## config.mk

```make
export PLATFORM = sky130hd
export DESIGN_NAME = pet_figure_sequencer_flat
export DESIGN_NICKNAME = d
export VERILOG_FILES = /design/src/rtl/pet_figure_sequencer_if.sv /design/src/rtl/pet_figure_sequencer.sv /design/src/flat_wrapper.sv
export SDC_FILE = /design/constraint.sdc
export NUM_CORES = 1
export LEC_CHECK = 0
export CAP_MARGIN = 15
export CORE_ASPECT_RATIO = 0.9
export CORE_MARGIN = 5
export CORE_UTILIZATION = 40
export DETAILED_ROUTE_END_ITERATION = 8
export HOLD_SLACK_MARGIN = 0.06
export SLEW_MARGIN = 20
export SYNTH_ARGS = -nofsm -noshare
export SYNTH_HDL_FRONTEND = slang
export SYNTH_SLANG_ARGS = --single-unit
```

## constraint.sdc

```tcl
create_clock -name clk -period 2.4 [get_ports clk]
set_input_delay 0.48 -clock clk [delete_from_list [all_inputs] [get_ports clk]]
set_output_delay 0.48 -clock clk [all_outputs]
set_load 0.1 [all_outputs]
```

## src/rtl/pet_figure_sequencer_if.sv

```systemverilog
// Handshake bundle between the pet state logic, the figure sequencer and the LCD figure driver.
interface pet_figure_sequencer_if;
  logic [2:0] lvl_energia;
  logic [2:0] lvl_diversion;
  logic [2:0] lvl_alimento;
  logic [2:0] lvl_salud;
  logic       lcd_busy;
  logic [3:0] select_figures;
  logic       figure_valid;
  logic       critical;

  modport master (
    output lvl_energia, lvl_diversion, lvl_alimento, lvl_salud, lcd_busy,
    input  select_figures, figure_valid, critical
  );

  modport slave (
    input  lvl_energia, lvl_diversion, lvl_alimento, lvl_salud, lcd_busy,
    output select_figures, figure_valid, critical
  );
endinterface

```

## src/rtl/pet_figure_sequencer.sv

```systemverilog
// Picks the face and rotating indicator shown on the LCD and publishes changes when the LCD is idle.
// Optional: define SEQ_ALERT_PRIORITY_EN to make critical indicators preempt and restrict the rotation.
module pet_figure_sequencer #(
  parameter int unsigned DWELL_CYCLES = 50_000_000,
  parameter logic [2:0]  LOW_TH       = 3'd1,
  parameter logic [2:0]  HIGH_TH      = 3'd4,
  parameter logic [2:0]  MAX_LEVEL    = 3'd5
) (
  input  logic                   clk,
  input  logic                   reset,
  pet_figure_sequencer_if.slave  bus
);

  localparam int unsigned         CNT_W    = (DWELL_CYCLES > 1) ? $clog2(DWELL_CYCLES) : 1;
  localparam logic [CNT_W-1:0]    CNT_LAST = CNT_W'(DWELL_CYCLES - 1);
  localparam logic [1:0]          FACE_FELIZ  = 2'b00;
  localparam logic [1:0]          FACE_TRISTE = 2'b01;
  localparam logic [1:0]          FACE_NEUTRO = 2'b10;
  localparam logic [3:0]          SEL_RESET   = {FACE_NEUTRO, 2'b00};

  typedef enum logic [1:0] {
    S_HOLD = 2'd0,
    S_PICK = 2'd1,
    S_WAIT = 2'd2,
    S_PUB  = 2'd3
  } state_t;

  function automatic logic [2:0] sat_level(input logic [2:0] lvl);
    return (lvl > MAX_LEVEL) ? MAX_LEVEL : lvl;
  endfunction

  state_t           r_state;
  state_t           w_state_nxt;
  logic [CNT_W-1:0] r_cnt;
  logic [CNT_W-1:0] w_cnt_nxt;
  logic [3:0]       r_sel;
  logic [3:0]       w_sel_nxt;
  logic             r_valid;
  logic             w_valid_nxt;
  logic [1:0]       r_pend_idx;
  logic [1:0]       w_pend_nxt;
  logic             r_crit;
  logic [1:0]       w_pick_idx;
  logic [2:0]       w_sat [4];
  logic [3:0]       w_crit_mask;
  logic             w_all_high;
  logic [1:0]       w_face;

  // Saturate the sampled levels and classify them into a face.
  always_comb begin
    w_sat[0]    = sat_level(bus.lvl_energia);
    w_sat[1]    = sat_level(bus.lvl_diversion);
    w_sat[2]    = sat_level(bus.lvl_alimento);
    w_sat[3]    = sat_level(bus.lvl_salud);
    w_crit_mask = 4'b0000;
    w_all_high  = 1'b1;
    for (int i = 0; i < 4; i++) begin
      w_crit_mask[i] = (w_sat[i] <= LOW_TH);
      if (w_sat[i] < HIGH_TH) begin
        w_all_high = 1'b0;
      end
    end
    if (|w_crit_mask) begin
      w_face = FACE_TRISTE;
    end else if (w_all_high) begin
      w_face = FACE_FELIZ;
    end else begin
      w_face = FACE_NEUTRO;
    end
  end

`ifdef SEQ_ALERT_PRIORITY_EN
  logic [3:0] r_crit_mask;
  logic       r_jump;
  logic       w_jump_nxt;
  logic       w_crit_rise;

  // First set bit of mask at or after start, wrapping; falls back to start when mask is empty.
  function automatic logic [1:0] next_in_mask(input logic [3:0] mask, input logic [1:0] start);
    logic [1:0] idx;
    logic [1:0] cand;
    logic       found;
    idx   = start;
    found = 1'b0;
    for (int k = 0; k < 4; k++) begin
      cand = start + 2'(k);
      if (!found && mask[cand]) begin
        idx   = cand;
        found = 1'b1;
      end
    end
    return idx;
  endfunction

  assign w_crit_rise = (|w_crit_mask) & ~r_crit;
  assign w_pick_idx  = r_jump ? next_in_mask(r_crit_mask, 2'd0)
                              : next_in_mask(r_crit_mask, r_sel[1:0] + 2'd1);
`else
  assign w_pick_idx  = r_sel[1:0] + 2'd1;
`endif

  // Next-state and next-register logic.
  always_comb begin
    w_state_nxt = r_state;
    w_cnt_nxt   = r_cnt;
    w_sel_nxt   = r_sel;
    w_valid_nxt = 1'b0;
    w_pend_nxt  = r_pend_idx;
`ifdef SEQ_ALERT_PRIORITY_EN
    w_jump_nxt  = r_jump;
`endif
    case (r_state)
      S_HOLD: begin
        if (r_cnt == CNT_LAST) begin
          w_cnt_nxt   = '0;
          w_state_nxt = S_PICK;
        end else begin
          w_cnt_nxt   = r_cnt + CNT_W'(1);
        end
`ifdef SEQ_ALERT_PRIORITY_EN
        if (w_crit_rise) begin
          w_cnt_nxt   = '0;
          w_state_nxt = S_PICK;
          w_jump_nxt  = 1'b1;
        end
`endif
      end
      S_PICK: begin
        w_pend_nxt = w_pick_idx;
`ifdef SEQ_ALERT_PRIORITY_EN
        w_jump_nxt = 1'b0;
`endif
        if ({w_face, w_pick_idx} == r_sel) begin
          w_state_nxt = S_HOLD;
        end else begin
          w_state_nxt = S_WAIT;
        end
      end
      S_WAIT: begin
        // Face is taken from the levels seen as the LCD frees up, not when the dwell expired.
        if (!bus.lcd_busy) begin
          w_state_nxt = S_PUB;
          w_sel_nxt   = {w_face, r_pend_idx};
          w_valid_nxt = 1'b1;
        end
      end
      S_PUB: begin
        w_cnt_nxt   = '0;
        w_state_nxt = S_HOLD;
      end
      default: begin
        w_state_nxt = S_HOLD;
      end
    endcase
  end

  always_ff @(posedge clk or negedge reset) begin
    if (!reset) begin
      r_state <= S_HOLD;
    end else begin
      r_state <= w_state_nxt;
    end
  end

  always_ff @(posedge clk or negedge reset) begin
    if (!reset) begin
      r_cnt       <= '0;
      r_sel       <= SEL_RESET;
      r_valid     <= 1'b0;
      r_pend_idx  <= 2'b00;
      r_crit      <= 1'b0;
`ifdef SEQ_ALERT_PRIORITY_EN
      r_crit_mask <= 4'b0000;
      r_jump      <= 1'b0;
`endif
    end else begin
      r_cnt       <= w_cnt_nxt;
      r_sel       <= w_sel_nxt;
      r_valid     <= w_valid_nxt;
      r_pend_idx  <= w_pend_nxt;
      r_crit      <= |w_crit_mask;
`ifdef SEQ_ALERT_PRIORITY_EN
      r_crit_mask <= w_crit_mask;
      r_jump      <= w_jump_nxt;
`endif
    end
  end

  assign bus.select_figures = r_sel;
  assign bus.figure_valid   = r_valid;
  assign bus.critical       = r_crit;

endmodule

```

## src/flat_wrapper.sv

```systemverilog
// flat-port wrapper written by rule: the top's interface ports become plain ports
module pet_figure_sequencer_flat 
#(
  parameter int unsigned DWELL_CYCLES = 50_000_000,
  parameter logic [2:0]  LOW_TH       = 3'd1,
  parameter logic [2:0]  HIGH_TH      = 3'd4,
  parameter logic [2:0]  MAX_LEVEL    = 3'd5
)
  (clk, reset, bus_lvl_energia, bus_lvl_diversion, bus_lvl_alimento, bus_lvl_salud, bus_lcd_busy, bus_select_figures, bus_figure_valid, bus_critical);
  pet_figure_sequencer_if bus_i ();
  input  logic clk;
  input  logic reset;
  input wire logic [$bits(bus_i.lvl_energia)-1:0] bus_lvl_energia;
  input wire logic [$bits(bus_i.lvl_diversion)-1:0] bus_lvl_diversion;
  input wire logic [$bits(bus_i.lvl_alimento)-1:0] bus_lvl_alimento;
  input wire logic [$bits(bus_i.lvl_salud)-1:0] bus_lvl_salud;
  input wire logic [$bits(bus_i.lcd_busy)-1:0] bus_lcd_busy;
  output wire logic [$bits(bus_i.select_figures)-1:0] bus_select_figures;
  output wire logic [$bits(bus_i.figure_valid)-1:0] bus_figure_valid;
  output wire logic [$bits(bus_i.critical)-1:0] bus_critical;
  assign bus_i.lvl_energia = bus_lvl_energia;
  assign bus_i.lvl_diversion = bus_lvl_diversion;
  assign bus_i.lvl_alimento = bus_lvl_alimento;
  assign bus_i.lvl_salud = bus_lvl_salud;
  assign bus_i.lcd_busy = bus_lcd_busy;
  assign bus_select_figures = bus_i.select_figures;
  assign bus_figure_valid = bus_i.figure_valid;
  assign bus_critical = bus_i.critical;
  pet_figure_sequencer #(.DWELL_CYCLES(DWELL_CYCLES), .LOW_TH(LOW_TH), .HIGH_TH(HIGH_TH), .MAX_LEVEL(MAX_LEVEL)) u_core (.clk(clk), .reset(reset), .bus(bus_i));
endmodule
```

Word-level counts from Yosys, hierarchy flattened --
Index checks and enable logic that the tools add are counted.
Word-level totals: logic and storage cells 51, bits in registers 36, bits of input ports 15
Cells by class: equality and inequality tests 7, reductions and logical operators 5, $lt $le $gt $ge 12, $add $sub $neg 2, multiplexer cells 18, bitwise logic cells 1
Operators by type and width (number):
- one-hot mux 26 bit (2 select lines) | 1
- adder 26 x 1 -> 26 bit (second input constant) | 1
- equality test 26 bit (second input constant) | 1
- two-way mux 26 bit | 1
- > comparator 3 bit (second input constant) | 4
- less-or-equal comparator 3 x 1 -> 1 bit (second input constant) | 4
- less-than comparator 3 bit (second input constant) | 4
- two-way mux 3 bit | 4
- two-way mux 2 bit | 5
- one-hot mux 2 bit (4 select lines) | 1
- two-way mux 1 bit | 6
- equality test 2 bit (second input constant) | 2
- equality test 4 bit | 1
- AND reduction 2 bit | 2
- OR reduction 4 bit | 1
- adder 2 x 1 -> 2 bit (second input constant) | 1
- equality test 2 x 1 -> 1 bit (second input constant) | 1
- zero test 2 bit | 1
- inequality test 2 x 1 -> 1 bit (second input constant) | 1
- inequality test 2 bit (second input constant) | 1
- nonzero test 2 bit | 1
- inverter 1 bit | 1

Depth between registers and ports, before layout --
depth after elaboration 12, gate-level depth with buffers 7, depth with buffers taken out 6

Worst setup path before layout --
OpenSTA, ideal clock, no wires.
path type reg-to-reg, start register u_core.r_state[0], end register u_core.r_cnt[23], path slack 0.397 ns, stages on the path, launching flop included 8, arrival 1.921 ns, period minus slack after synthesis 2.003 ns, library setup time 0.082 ns, buffers on the path 1, cell sequence dfrtp_1 > inv_1 > ha_1 > and4b_1 > buf_6 > nand4_4 > or4_1 > a22oi_2
On the way: word-level cells in the longest chain between the ends 2
RTL lines:
- from (decl) | line pet_figure_sequencer.sv:32 | state_t r_state;
- from (signal assigned) | line pet_figure_sequencer.sv:161 | r_state <= w_state_nxt;
- equality test 2 bit / zero test 2 bit (equally long branches) | line pet_figure_sequencer.sv:112 | case (r_state)
- one-hot mux 26 bit (2 select lines) / nonzero test 2 bit (equally long branches)
- to (signal assigned) | line pet_figure_sequencer.sv:177 | r_cnt <= w_cnt_nxt;
- to (decl) | line pet_figure_sequencer.sv:34 | logic [CNT_W-1:0] r_cnt;
Several ways; a longest one is shown, not always the timed one. A chain may end at the register's enable or synchronous reset.

Worst setup path in the final report --
start register u_core.r_state[0], end register u_core.r_cnt[25]
The elaborated chain is that of the path after synthesis.

==> qor.yml <==
hold_ws_ns: 0.486
period_needed_ns: 2.23
async_flop_share: 1.00
cap_violations: 0
synth-seq-cells: 36
endpoint_kind: "flip-flop"
place.gp.congestion: 0.836
final_area_sq_mm: 0.00229
grt_max_degree: 37
outcome: "finished clean"
initial_utilization: 0.412
worst_slew_pin_slew_ns: 0.467
fmax_ghz: 0.449
ctsResizeCount: 0
worst_ep_required_time_ns: 2.61
yosysUniqueCellTypes: 50
synth_common_cells: "dfrtp_1 (35), nand2_1 (14), a21oi_1 (11), a22oi_1 (11)"
start_kind: "flip-flop"
rsz0062_at_grt: "no"
hold_violations: 0
totalWireLength_um: 4140
crit_chain: "inv_1 -> ha_1 -> and4b_1 -> nand4_4 -> or4_1 -> a22oi_1"
path_max_fanout: 8
timing.slew.headroom: 0.689
ctsHoldBuffers: 0
critPathArrivalTime_ns: 2.43
slew_violations: 0
fillerInstances: 467
slowest_delay_ns: 0.50
hold_class: "flip-flop to flip-flop"
die_w_um: 84.6
post_route_cells_drive_above_1_share: 0.185
grt_overflow: 0
fin_setup_tns_ns: 0
antenna_cells: 0
finalCritPeriodShare: 0.928
cts_buffers: 5
grtUsageTotal: 0.131
post-cts-setup-buffer-count: 0
crit_slowest_cell: "or4_1"
cts_buffer_depth: 2
synth_edf_count: 0
ys_seq_area_frac: 0.450
routedWlPerCell_um: 15.0
yosysWarnings: 0
cts_tree: "yes"
port_buffers: 16
yosysTopAreaCellShare: 0.437
worst-setup-path-type: "flip-flop to flip-flop"
clk_pin_slew_ns: 0.08
ios: 21
place_hpwl_um: 2850
h-tree-depth: 2
netlist_instances: 189
dominantRegCellSynth: "dfrtp_1"
drt-pass1-iter-count: 4
nets: 231
netlist_area_sq_mm: 0.00201
drtIter0Drc: 67
viasPerCell: 5.64
vias: 1556
fp.dieArea_sq_mm: 0.00653
drc: 0
fp.dieH_um: 77.2
leakage_nw: 1.02
fp-row-count: 24
min_from: "u_core.bus.select_figures[3]"
antenna_found_initial: 0
grt_pass1_vias: 1476
yosysTopAreaCell: "dfrtp_1"
critPathLaunch: "u_core.r_state[0]"
ys_top_cells_by_area: "dfrtp_1 (44%), a22oi_1 (4.1%), ha_1 (3.7%), or4_1 (3.4%), a21oi_1 (2.7%)"
root_buffer: "clkbuf_8"
peakVddDrop_mv: 0.627
clk_latency_ns: 0.29
yosysMostFrequentCell: "dfrtp_1"
reg2reg_setup_slack_ns: 0.17
coreArea_sq_mm: 0.00486
setup_viol: 0
area_growth_pct: 14.2
clock-sinks: 36
powerDensity_mw_per_mm2: 1060
grt_pass1_wl_um: 6840
ant_nets: 0
skew_ns: 0.00641
syn_nets: 210
r2r_start: "u_core.r_state[0]"
place_area_sq_mm: 0.00219
avgSynthCellArea_sq_um: 10.6
==> layout make-up <==
cell class	instances	area [sq um]	share of cell area
tap	65	81.3	0.0355
sequential	36	902	0.394
timing repair buffer	22	190	0.0830
inverter	6	22.5	0.00983
clock buffer	8	100	0.0437
multi-input combinational	139	995	0.434
==> placed cells by master, fill, tap and decap left out, types with 2 or more instances in the layout <==
cell,n
dfrtp_1,35
nand2_1,14
buf_4,12
a22oi_1,11
a21oi_1,11
o21ai_0,10
nand3_1,10
clkdlybuf4s50_1,10
or4_1,9
o31ai_1,7
clkbuf_8,7
inv_1,6
or3_1,6
ha_1,6
nand4_1,5
xor2_1,5
or2_2,3
xnor2_1,3
nor2_1,3
mux2_2,3
and3_1,2
and3_2,2
and4_2,2
nand4_4,2
a22oi_2,2
==> worst max-delay path, delay by kind of cell, from the launching register on <==
| kind | cells | cell delay [ns] |
|---|---|---|
| adders and majority gates | 1 | 0.38 |
| buffers and inverters | 1 | 0.10 |
| AOI/OAI and AO/OA | 1 | 0.16 |
| DFF | 1 | 0.38 |
| and+or+nand+nor | 3 | 1.12 |
==> power breakdown <==
group          switching, mW  internal [mW]  leakage, nW  total [mW]
clock network          0.218          0.262       0.0515       0.481
registers             0.0980          0.734        0.467       0.832
logic                  0.754          0.353        0.496        1.11
total                   1.07           1.35         1.02        2.42
==> metrics by stage <==
step | power [mW] | util | setup WS (ns) | std cells
floorplan | 1.77 | - | 0.397 | 189
global placement | 1.92 | 0.450 | 0.252 | 268
detailed placement | 1.96 | 0.450 | 0.201 | 268
CTS | 2.45 | 0.471 | 0.170 | 276
global route | 2.58 | 0.471 | 0.0498 | 276
finish | 2.42 | 0.471 | 0.174 | 276
==> flip-flops by register name, indices dropped and copies added, names as in the netlist <==
name and cells:
u_core.bus.critical 1, u_core.r_cnt 26, u_core.r_pend_idx 2, u_core.bus.figure_valid 1, u_core.bus.select_figures 4, u_core.r_state 2
==> worst paths after layout <==
path                                                     end  cells past startpoint
worst min-delay path            u_core.bus.select_figures[3]                      2
worst max register to register              u_core.r_cnt[25]                      6
min in group asynchronous               u_core.r_pend_idx[0]                      2
worst min register to register  u_core.bus.select_figures[3]                      2
worst max-delay path                        u_core.r_cnt[25]                      6
max in group asynchronous       u_core.bus.select_figures[3]                      2
==> logic make-up after synthesis <==
kind of cell,synth area share
adder cells (fa/ha/maj),0.0374
AND/OR/NAND/NOR,0.227
XOR/XNOR,0.0349
AO/OA/AOI/OAI,0.175
flip-flops,0.450
buffers and inverters,0.0543
multiplexers,0.0218
==> metal layers <==
layer,part of all wire,GRT usage,vias to the layer above
li1,-,-,769
met1,0.47,0.167,750
met2,0.46,0.205,31
met3,0.053,0.0397,6
met4,0.015,0.0522,0
met5,0,0,-
No activity file was read; power rests on OpenSTA's default activity.
